==> src/rtl/qpoint_pkg.sv <==
// Shared widths, FSM state encoding and saturation limits for the
// fixed-point synapse accumulator.
package qpoint_pkg;

  localparam int Q_INP_WIDTH  = 8;
  localparam int Q_ACC_WIDTH  = 12;
  localparam int Q_FRAC_BITS  = Q_INP_WIDTH - 1;
  localparam int Q_N_SYN      = 125;
  localparam int Q_ADDR_WIDTH = 7;

  localparam logic signed [Q_ACC_WIDTH-1:0] Q_ACC_MAX = {1'b0, {(Q_ACC_WIDTH-1){1'b1}}};
  localparam logic signed [Q_ACC_WIDTH-1:0] Q_ACC_MIN = {1'b1, {(Q_ACC_WIDTH-1){1'b0}}};

  typedef enum logic [1:0] {
    IDLE  = 2'd0,
    RUN   = 2'd1,
    DRAIN = 2'd2,
    DONE  = 2'd3
  } state_t;

endpackage

==> src/rtl/qpoint_accum_ctrl_if.sv <==
// Control, weight-memory and result signals of the accumulator, bundled so
// the controller sees them as one slave port.
interface qpoint_accum_ctrl_if
  import qpoint_pkg::*;
#(
  parameter int INP_WIDTH  = Q_INP_WIDTH,
  parameter int ACC_WIDTH  = Q_ACC_WIDTH,
  parameter int N_SYN      = Q_N_SYN,
  parameter int ADDR_WIDTH = Q_ADDR_WIDTH
) ();

  logic                         start;
  logic [N_SYN-1:0]             spike_in;
  logic signed [ACC_WIDTH-1:0]  thresh;
  logic                         w_rd_en;
  logic [ADDR_WIDTH-1:0]        w_addr;
  logic signed [INP_WIDTH-1:0]  w_data;
  logic                         busy;
  logic                         done;
  logic signed [ACC_WIDTH-1:0]  acc_out;
  logic                         fire;
  logic                         sat_flag;

  modport slave (
    input  start, spike_in, thresh, w_data,
    output w_rd_en, w_addr, busy, done, acc_out, fire, sat_flag
  );

  modport master (
    output start, spike_in, thresh, w_data,
    input  w_rd_en, w_addr, busy, done, acc_out, fire, sat_flag
  );

endinterface

==> src/rtl/qpoint_sat_add.sv <==
// Combinational signed adder: weight plus accumulator, clamped to the
// accumulator range, with a flag when the clamp engages.
module qpoint_sat_add
  import qpoint_pkg::*;
#(
  parameter int INP_WIDTH = Q_INP_WIDTH,
  parameter int ACC_WIDTH = Q_ACC_WIDTH
) (
  input  logic signed [INP_WIDTH-1:0] w_i,
  input  logic signed [ACC_WIDTH-1:0] acc_i,
  output logic signed [ACC_WIDTH-1:0] sum_o,
  output logic                        sat_o
);

  logic signed [ACC_WIDTH:0] wide;

  assign wide = {{(ACC_WIDTH+1-INP_WIDTH){w_i[INP_WIDTH-1]}}, w_i}
              + {acc_i[ACC_WIDTH-1], acc_i};

  // The top two bits disagree exactly when the result left the ACC range.
  assign sat_o = wide[ACC_WIDTH] ^ wide[ACC_WIDTH-1];

  always_comb begin
    sum_o = wide[ACC_WIDTH-1:0];
    if (sat_o) begin
      sum_o = wide[ACC_WIDTH] ? {1'b1, {(ACC_WIDTH-1){1'b0}}}
                              : {1'b0, {(ACC_WIDTH-1){1'b1}}};
    end
  end

endmodule

==> src/rtl/qpoint_accum_ctrl.sv <==
// Walks all synapse weights once per start, accumulating those whose spike
// bit is set, then compares the membrane potential against the threshold.
module qpoint_accum_ctrl
  import qpoint_pkg::*;
#(
  parameter int INP_WIDTH  = Q_INP_WIDTH,
  parameter int ACC_WIDTH  = Q_ACC_WIDTH,
  parameter int N_SYN      = Q_N_SYN,
  parameter int ADDR_WIDTH = Q_ADDR_WIDTH
) (
  input  logic               clk,
  input  logic               rst_n,
  qpoint_accum_ctrl_if.slave bus
);

  state_t                      state_q, state_d;
  logic [ADDR_WIDTH-1:0]       idx_q, idx_d;
  logic [N_SYN-1:0]            spk_q, spk_d;
  logic signed [ACC_WIDTH-1:0] thresh_q, thresh_d;
  logic signed [ACC_WIDTH-1:0] acc_q, acc_d;
  logic                        sat_q, sat_d;
  logic                        fire_q, fire_d;
  logic                        done_q, done_d;
  logic                        busy_q, busy_d;
  logic                        vld_q;
  logic                        rd_en;
  logic [ADDR_WIDTH-1:0]       addr;
  logic signed [ACC_WIDTH-1:0] sum;
  logic                        sum_sat;

  qpoint_sat_add #(
    .INP_WIDTH (INP_WIDTH),
    .ACC_WIDTH (ACC_WIDTH)
  ) u_add (
    .w_i   (bus.w_data),
    .acc_i (acc_q),
    .sum_o (sum),
    .sat_o (sum_sat)
  );

  always_comb begin
    state_d  = state_q;
    idx_d    = idx_q;
    spk_d    = spk_q;
    thresh_d = thresh_q;
    acc_d    = acc_q;
    sat_d    = sat_q;
    fire_d   = fire_q;
    busy_d   = busy_q;
    done_d   = 1'b0;
    rd_en    = 1'b0;
    addr     = '0;

    // vld_q marks the cycle in which w_data answers last cycle's read.
    if (vld_q) begin
      acc_d = sum;
      sat_d = sat_q | sum_sat;
    end

    case (state_q)
      IDLE: begin
        if (bus.start) begin
          spk_d    = bus.spike_in;
          thresh_d = bus.thresh;
          acc_d    = '0;
          sat_d    = 1'b0;
          fire_d   = 1'b0;
          idx_d    = '0;
          busy_d   = 1'b1;
          state_d  = RUN;
        end
      end
      RUN: begin
        addr  = idx_q;
        rd_en = spk_q[idx_q];
        idx_d = idx_q + 1'b1;
        if (idx_q == ADDR_WIDTH'(N_SYN - 1)) begin
          idx_d   = '0;
          state_d = DRAIN;
        end
      end
      DRAIN: begin
        state_d = DONE;
      end
      DONE: begin
        done_d  = 1'b1;
        fire_d  = (acc_q >= thresh_q);
        busy_d  = 1'b0;
        state_d = IDLE;
      end
      default: begin
        state_d = IDLE;
      end
    endcase
  end

  always_ff @(posedge clk or negedge rst_n) begin
    if (!rst_n) begin
      state_q  <= IDLE;
      idx_q    <= '0;
      spk_q    <= '0;
      thresh_q <= '0;
      acc_q    <= '0;
      sat_q    <= 1'b0;
      fire_q   <= 1'b0;
      done_q   <= 1'b0;
      busy_q   <= 1'b0;
      vld_q    <= 1'b0;
    end else begin
      state_q  <= state_d;
      idx_q    <= idx_d;
      spk_q    <= spk_d;
      thresh_q <= thresh_d;
      acc_q    <= acc_d;
      sat_q    <= sat_d;
      fire_q   <= fire_d;
      done_q   <= done_d;
      busy_q   <= busy_d;
      vld_q    <= rd_en;
    end
  end

  assign bus.w_rd_en  = rd_en;
  assign bus.w_addr   = addr;
  assign bus.busy     = busy_q;
  assign bus.done     = done_q;
  assign bus.acc_out  = acc_q;
  assign bus.fire     = fire_q;
  assign bus.sat_flag = sat_q;

endmodule

==> src/flat_wrapper.sv <==
// flat-port wrapper written by rule: the top's interface ports become plain ports
module qpoint_accum_ctrl_flat import qpoint_pkg::*;
#(
  parameter int INP_WIDTH  = Q_INP_WIDTH,
  parameter int ACC_WIDTH  = Q_ACC_WIDTH,
  parameter int N_SYN      = Q_N_SYN,
  parameter int ADDR_WIDTH = Q_ADDR_WIDTH
)
  (clk, rst_n, bus_start, bus_spike_in, bus_thresh, bus_w_data, bus_w_rd_en, bus_w_addr, bus_busy, bus_done, bus_acc_out, bus_fire, bus_sat_flag);
  qpoint_accum_ctrl_if #(.INP_WIDTH(INP_WIDTH), .ACC_WIDTH(ACC_WIDTH), .N_SYN(N_SYN), .ADDR_WIDTH(ADDR_WIDTH)) bus_i ();
  input  logic clk;
  input  logic rst_n;
  input wire logic [$bits(bus_i.start)-1:0] bus_start;
  input wire logic [$bits(bus_i.spike_in)-1:0] bus_spike_in;
  input wire logic [$bits(bus_i.thresh)-1:0] bus_thresh;
  input wire logic [$bits(bus_i.w_data)-1:0] bus_w_data;
  output wire logic [$bits(bus_i.w_rd_en)-1:0] bus_w_rd_en;
  output wire logic [$bits(bus_i.w_addr)-1:0] bus_w_addr;
  output wire logic [$bits(bus_i.busy)-1:0] bus_busy;
  output wire logic [$bits(bus_i.done)-1:0] bus_done;
  output wire logic [$bits(bus_i.acc_out)-1:0] bus_acc_out;
  output wire logic [$bits(bus_i.fire)-1:0] bus_fire;
  output wire logic [$bits(bus_i.sat_flag)-1:0] bus_sat_flag;
  assign bus_i.start = bus_start;
  assign bus_i.spike_in = bus_spike_in;
  assign bus_i.thresh = bus_thresh;
  assign bus_i.w_data = bus_w_data;
  assign bus_w_rd_en = bus_i.w_rd_en;
  assign bus_w_addr = bus_i.w_addr;
  assign bus_busy = bus_i.busy;
  assign bus_done = bus_i.done;
  assign bus_acc_out = bus_i.acc_out;
  assign bus_fire = bus_i.fire;
  assign bus_sat_flag = bus_i.sat_flag;
  qpoint_accum_ctrl #(.INP_WIDTH(INP_WIDTH), .ACC_WIDTH(ACC_WIDTH), .N_SYN(N_SYN), .ADDR_WIDTH(ADDR_WIDTH)) u_core (.clk(clk), .rst_n(rst_n), .bus(bus_i));
endmodule
==> config.mk <==
export PLATFORM = sky130hd
export DESIGN_NAME = qpoint_accum_ctrl_flat
export DESIGN_NICKNAME = d
export VERILOG_FILES = /design/src/rtl/qpoint_pkg.sv /design/src/rtl/qpoint_accum_ctrl_if.sv /design/src/rtl/qpoint_sat_add.sv /design/src/rtl/qpoint_accum_ctrl.sv /design/src/flat_wrapper.sv
export SDC_FILE = /design/constraint.sdc
export NUM_CORES = 1
export LEC_CHECK = 0
export CAP_MARGIN = 20
export CORE_UTILIZATION = 49
export CTS_CLUSTER_SIZE = 30
export DETAILED_ROUTE_END_ITERATION = 12
export GPL_ROUTABILITY_DRIVEN = 1
export HOLD_SLACK_MARGIN = 0.1
export PLACE_DENSITY = 0.74
export SYNTH_ARGS = -nofsm -noshare
export SYNTH_HDL_FRONTEND = slang
export SYNTH_SLANG_ARGS = --single-unit
export TNS_END_PERCENT = 100
==> constraint.sdc <==
create_clock -name clk -period 3.7 [get_ports clk]
set_input_delay 0.74 -clock clk [delete_from_list [all_inputs] [get_ports clk]]
set_output_delay 0.74 -clock clk [all_outputs]
set_load 0.05 [all_outputs]
==> impl_metrics.csv <==
group,metric,value,unit
run_status,status,"complete, no violations",
sta,setup_viol,0,
sta,finalMaxSlewViolations,0,
global_route,grt_pass1_wl,35.0,mm
logic_synthesis,mappedNetlistNets,1089,
placement,port_buffers,171,
placement,placed_area,10300,um2
logic_synthesis,synth-compound-area-share,8.38,%
die,die_w,132,um
global_route,antenna_found_initial,0,
logic_synthesis,synthMuxAreaShare,9.36,%
die,core,16600,um2
critical_path,required,2.96,ns
clock_network,cts.hold.buffers_added,0,
cells_and_area,nets,1250,
global_route,grt-ovfl-total,0,
die,start_util,50.1,%
sta,tightestPinTransition,0.783,ns
clock_network,clock_sinks,163,
placement,place.gp.congestion,0.864,
clock_network,clockRootBuffer,"clkbuf_16",
logic_synthesis,avgSynthCellArea,9.13,um2
sta,finClkSkew,0.00663,ns
clock_network,cts_tree,"yes",
pwr,power_leakage,5.18,nW
critical_path,worstSetupPathType,"flip-flop to output pin",
clock_network,clk_latency,0.43,ns
logic_synthesis,netlist_area,8300,um2
logic_synthesis,synth_simple_gate_area_share,24.1,%
die,ioPinCount,172,
logic_synthesis,synth-seq-cells,163,
die,rows,47,
critical_path,end_kind,"output pin",
sta,fin_ws,0.0809,ns
global_route,grt_max_degree,85,
sta,slew-limit-headroom,47.8,%
global_route,grt_pass1_vias,7005,
critical_path,cp-start-kind,"flip-flop",
clock_network,clk_pin_slew,0.06,ns
die,die_h,132,um
logic_synthesis,synth_cells,910,
logic_synthesis,yosys.area_share.xor_xnor,0.844,%
sta,max_freq,0.276,GHz
detailed_routing,drt_pass1_iterations,5,
logic_synthesis,synth_top_family_by_area,"simple AND/OR/NAND/NOR gates",
cells_and_area,drive_gt1_share,8.86,%
die,dieArea,17500,um2
logic_synthesis,async_flop_share,100,%
detailed_routing,drc,0,
logic_synthesis,yosysSeqAreaShare,49.1,%
critical_path,cp_max_fo,6,
cells_and_area,fin_cells,1303,
cells_and_area,diodes,0,
clock_network,htreeDepth,4,
run,maxCapViolCount,0,
critical_path,crit_arrival,2.88,ns
pwr,ir_drop,379,uV
logic_synthesis,synth-main-ff-cell,"dfrtp_1",
detailed_routing,vias_per_cell,5.32,
sta,finalHoldViolCount,0,
pwr,p_per_area,762,nW/um2
cells_and_area,syn_to_final_growth,31.4,%
logic_synthesis,synthAdderAreaFrac,4.76,%
detailed_routing,routed_wl,20.9,mm
logic_synthesis,yosys_warnings,0,
global_route,track_usage,25.5,%
worst_hold_path,min_path_type,"input port to asynchronous set/reset pin",
clock_network,cts_buffers,17,
logic_synthesis,synth_edf_count,0,
cells_and_area,design_area,10900,um2
sta,fin_crit,3.62,ns
logic_synthesis,synth.distinct_cells,58,
detailed_routing,dr.first_iter.drc_count,487,
sta,fin_crit_sh,97.8,%
detailed_routing,wl_per_cell,16.0,um
placement,place_hpwl,14.7,mm
clock_network,clockBufferDepth,2,
placement,dpl_worst_slack,0.281,ns
detailed_routing,via_count,6928,
placement,dp.cells,1266,
sta,holdWs,0.339,ns
detailed_routing,antenna_left,0,
==> layer usage <==
metal  vias up  routed length [um]  part of all wire (%)  GRT usage, %
met2       208                9990                    48          41.4
li1       3359                   -                     -             -
met4         0                 298                   1.4          6.96
met1      3337                9560                    46          35.1
met3        24                1040                   5.0          5.11
met5         -                   0                     0             0
==> worst paths after layout <==
kind	cells after the start	from	to	slack [ns]
max	7	u_core.idx_q[0]	bus_w_rd_en	0.08
min	1	rst_n	u_core.bus.acc_out[0]	0.34
max reg2reg	7	u_core.bus.acc_out[1]	u_core.bus.acc_out[9]	0.99
min reg2reg	2	u_core.spk_q[113]	u_core.spk_q[113]	0.47
max in group asynchronous	2	rst_n	u_core.spk_q[41]	2.47
min in group clk	2	u_core.spk_q[113]	u_core.spk_q[113]	0.47
==> power by group <==
| group | total (mW) | switching [mW] | internal (mW) |
|---|---|---|---|
| Combinational | 3.49 | 1.93 | 1.56 |
| Clock | 1.71 | 0.698 | 1.01 |
| Sequential | 3.12 | 0.527 | 2.59 |
==> registers in the layout (all words and copies together) (netlist names) <==
register / cells
u_core.idx_q: 7
u_core.bus.done: 1
u_core.bus.sat_flag: 1
u_core.vld_q: 1
u_core.thresh_q: 12
u_core.bus.fire: 1
u_core.bus.busy: 1
u_core.bus.acc_out: 12
u_core.spk_q: 125
u_core.state_q: 2
==> cell usage in the layout, fill, tap and decap left out, types with 17 or more instances in the layout <==
cell type / count
nand2_1: 414
clkdlybuf4s50_1: 169
dfrtp_1: 161
mux4_2: 30
ha_1: 30
o21ai_0: 29
a21oi_1: 25
nand3_1: 23
inv_1: 21
clkbuf_16: 17
==> what timing repair did <==
item / 4_1_cts / 5_1_grt
setup endpoints to repair: 1 / 1
buffers inserted: 6 / 0
gates resized for setup: 2 / 7
endpoints found under the hold margin: 0 / 0
==> cell type report <==
class / instances / area, um2
timing repair buffer: 191 / 1940
fill: 1385 / 5670
multi-input combinational: 677 / 3960
inverter: 21 / 78.8
clock buffer: 24 / 502
clock inverter: 7 / 72.6
sequential: 163 / 4090
tap: 220 / 275
==> synth_stat cells, drive strengths merged, types with 2 or more instances <==
cell	number	share of area, %
nand2	415	19
dfrtp	163	49
clkbuf	39	1.8
o21ai	32	1.9
ha	30	4.5
mux4	30	8.1
a21oi	25	1.5
nand3	23	1.4
inv	21	0.95
nor2	11	0.50
buf	10	0.69
and2	9	0.68
mux2i	9	1.1
a21o	7	0.63
a211oi	6	0.66
xnor2	6	0.63
a221oi	5	0.53
nand2b	5	0.38
nor2b	5	0.38
nor3	5	0.30
nand4	4	0.30
o211ai	4	0.42
a2111oi	3	0.32
and3	3	0.23
o21bai	3	0.27
o31ai	3	0.27
a31oi	2	0.15
a41oi	2	0.21
and3b	2	0.21
nor4	2	0.23
nor4b	2	0.29
o21a	2	0.18
o22ai	2	0.15
o41ai	2	0.21
or3	2	0.15
xor2	2	0.21
==> worst max-delay path: stages, from the launching register on <==
cell and delay [ns]:
dfrtp_4 0.43, buf_2 0.19, mux4_2 0.54, mux2i_2 0.21, nor4b_1 0.08, or4_1 0.53, o221a_2 0.31, buf_12 0.16
==> cell families after synthesis <==
family / Yosys count
AOI/OAI and AO/OA: 106
and+or+nand+nor: 492
xor gates and xnor gates: 8
muxes: 40
buffers and inverters: 70
DFF: 163
adders and majority gates: 31
==> stage by stage <==
stage	setup TNS [ns]	util [%]	power [mW]
finish	0	65.8	8.32
detailed placement	0	61.8	6.50
global route	-0.00206	65.8	8.92
global placement	0	61.8	6.41
CTS	0	65.7	8.31
floorplan	0	-	5.44
(Power assumes the default switching activity.)
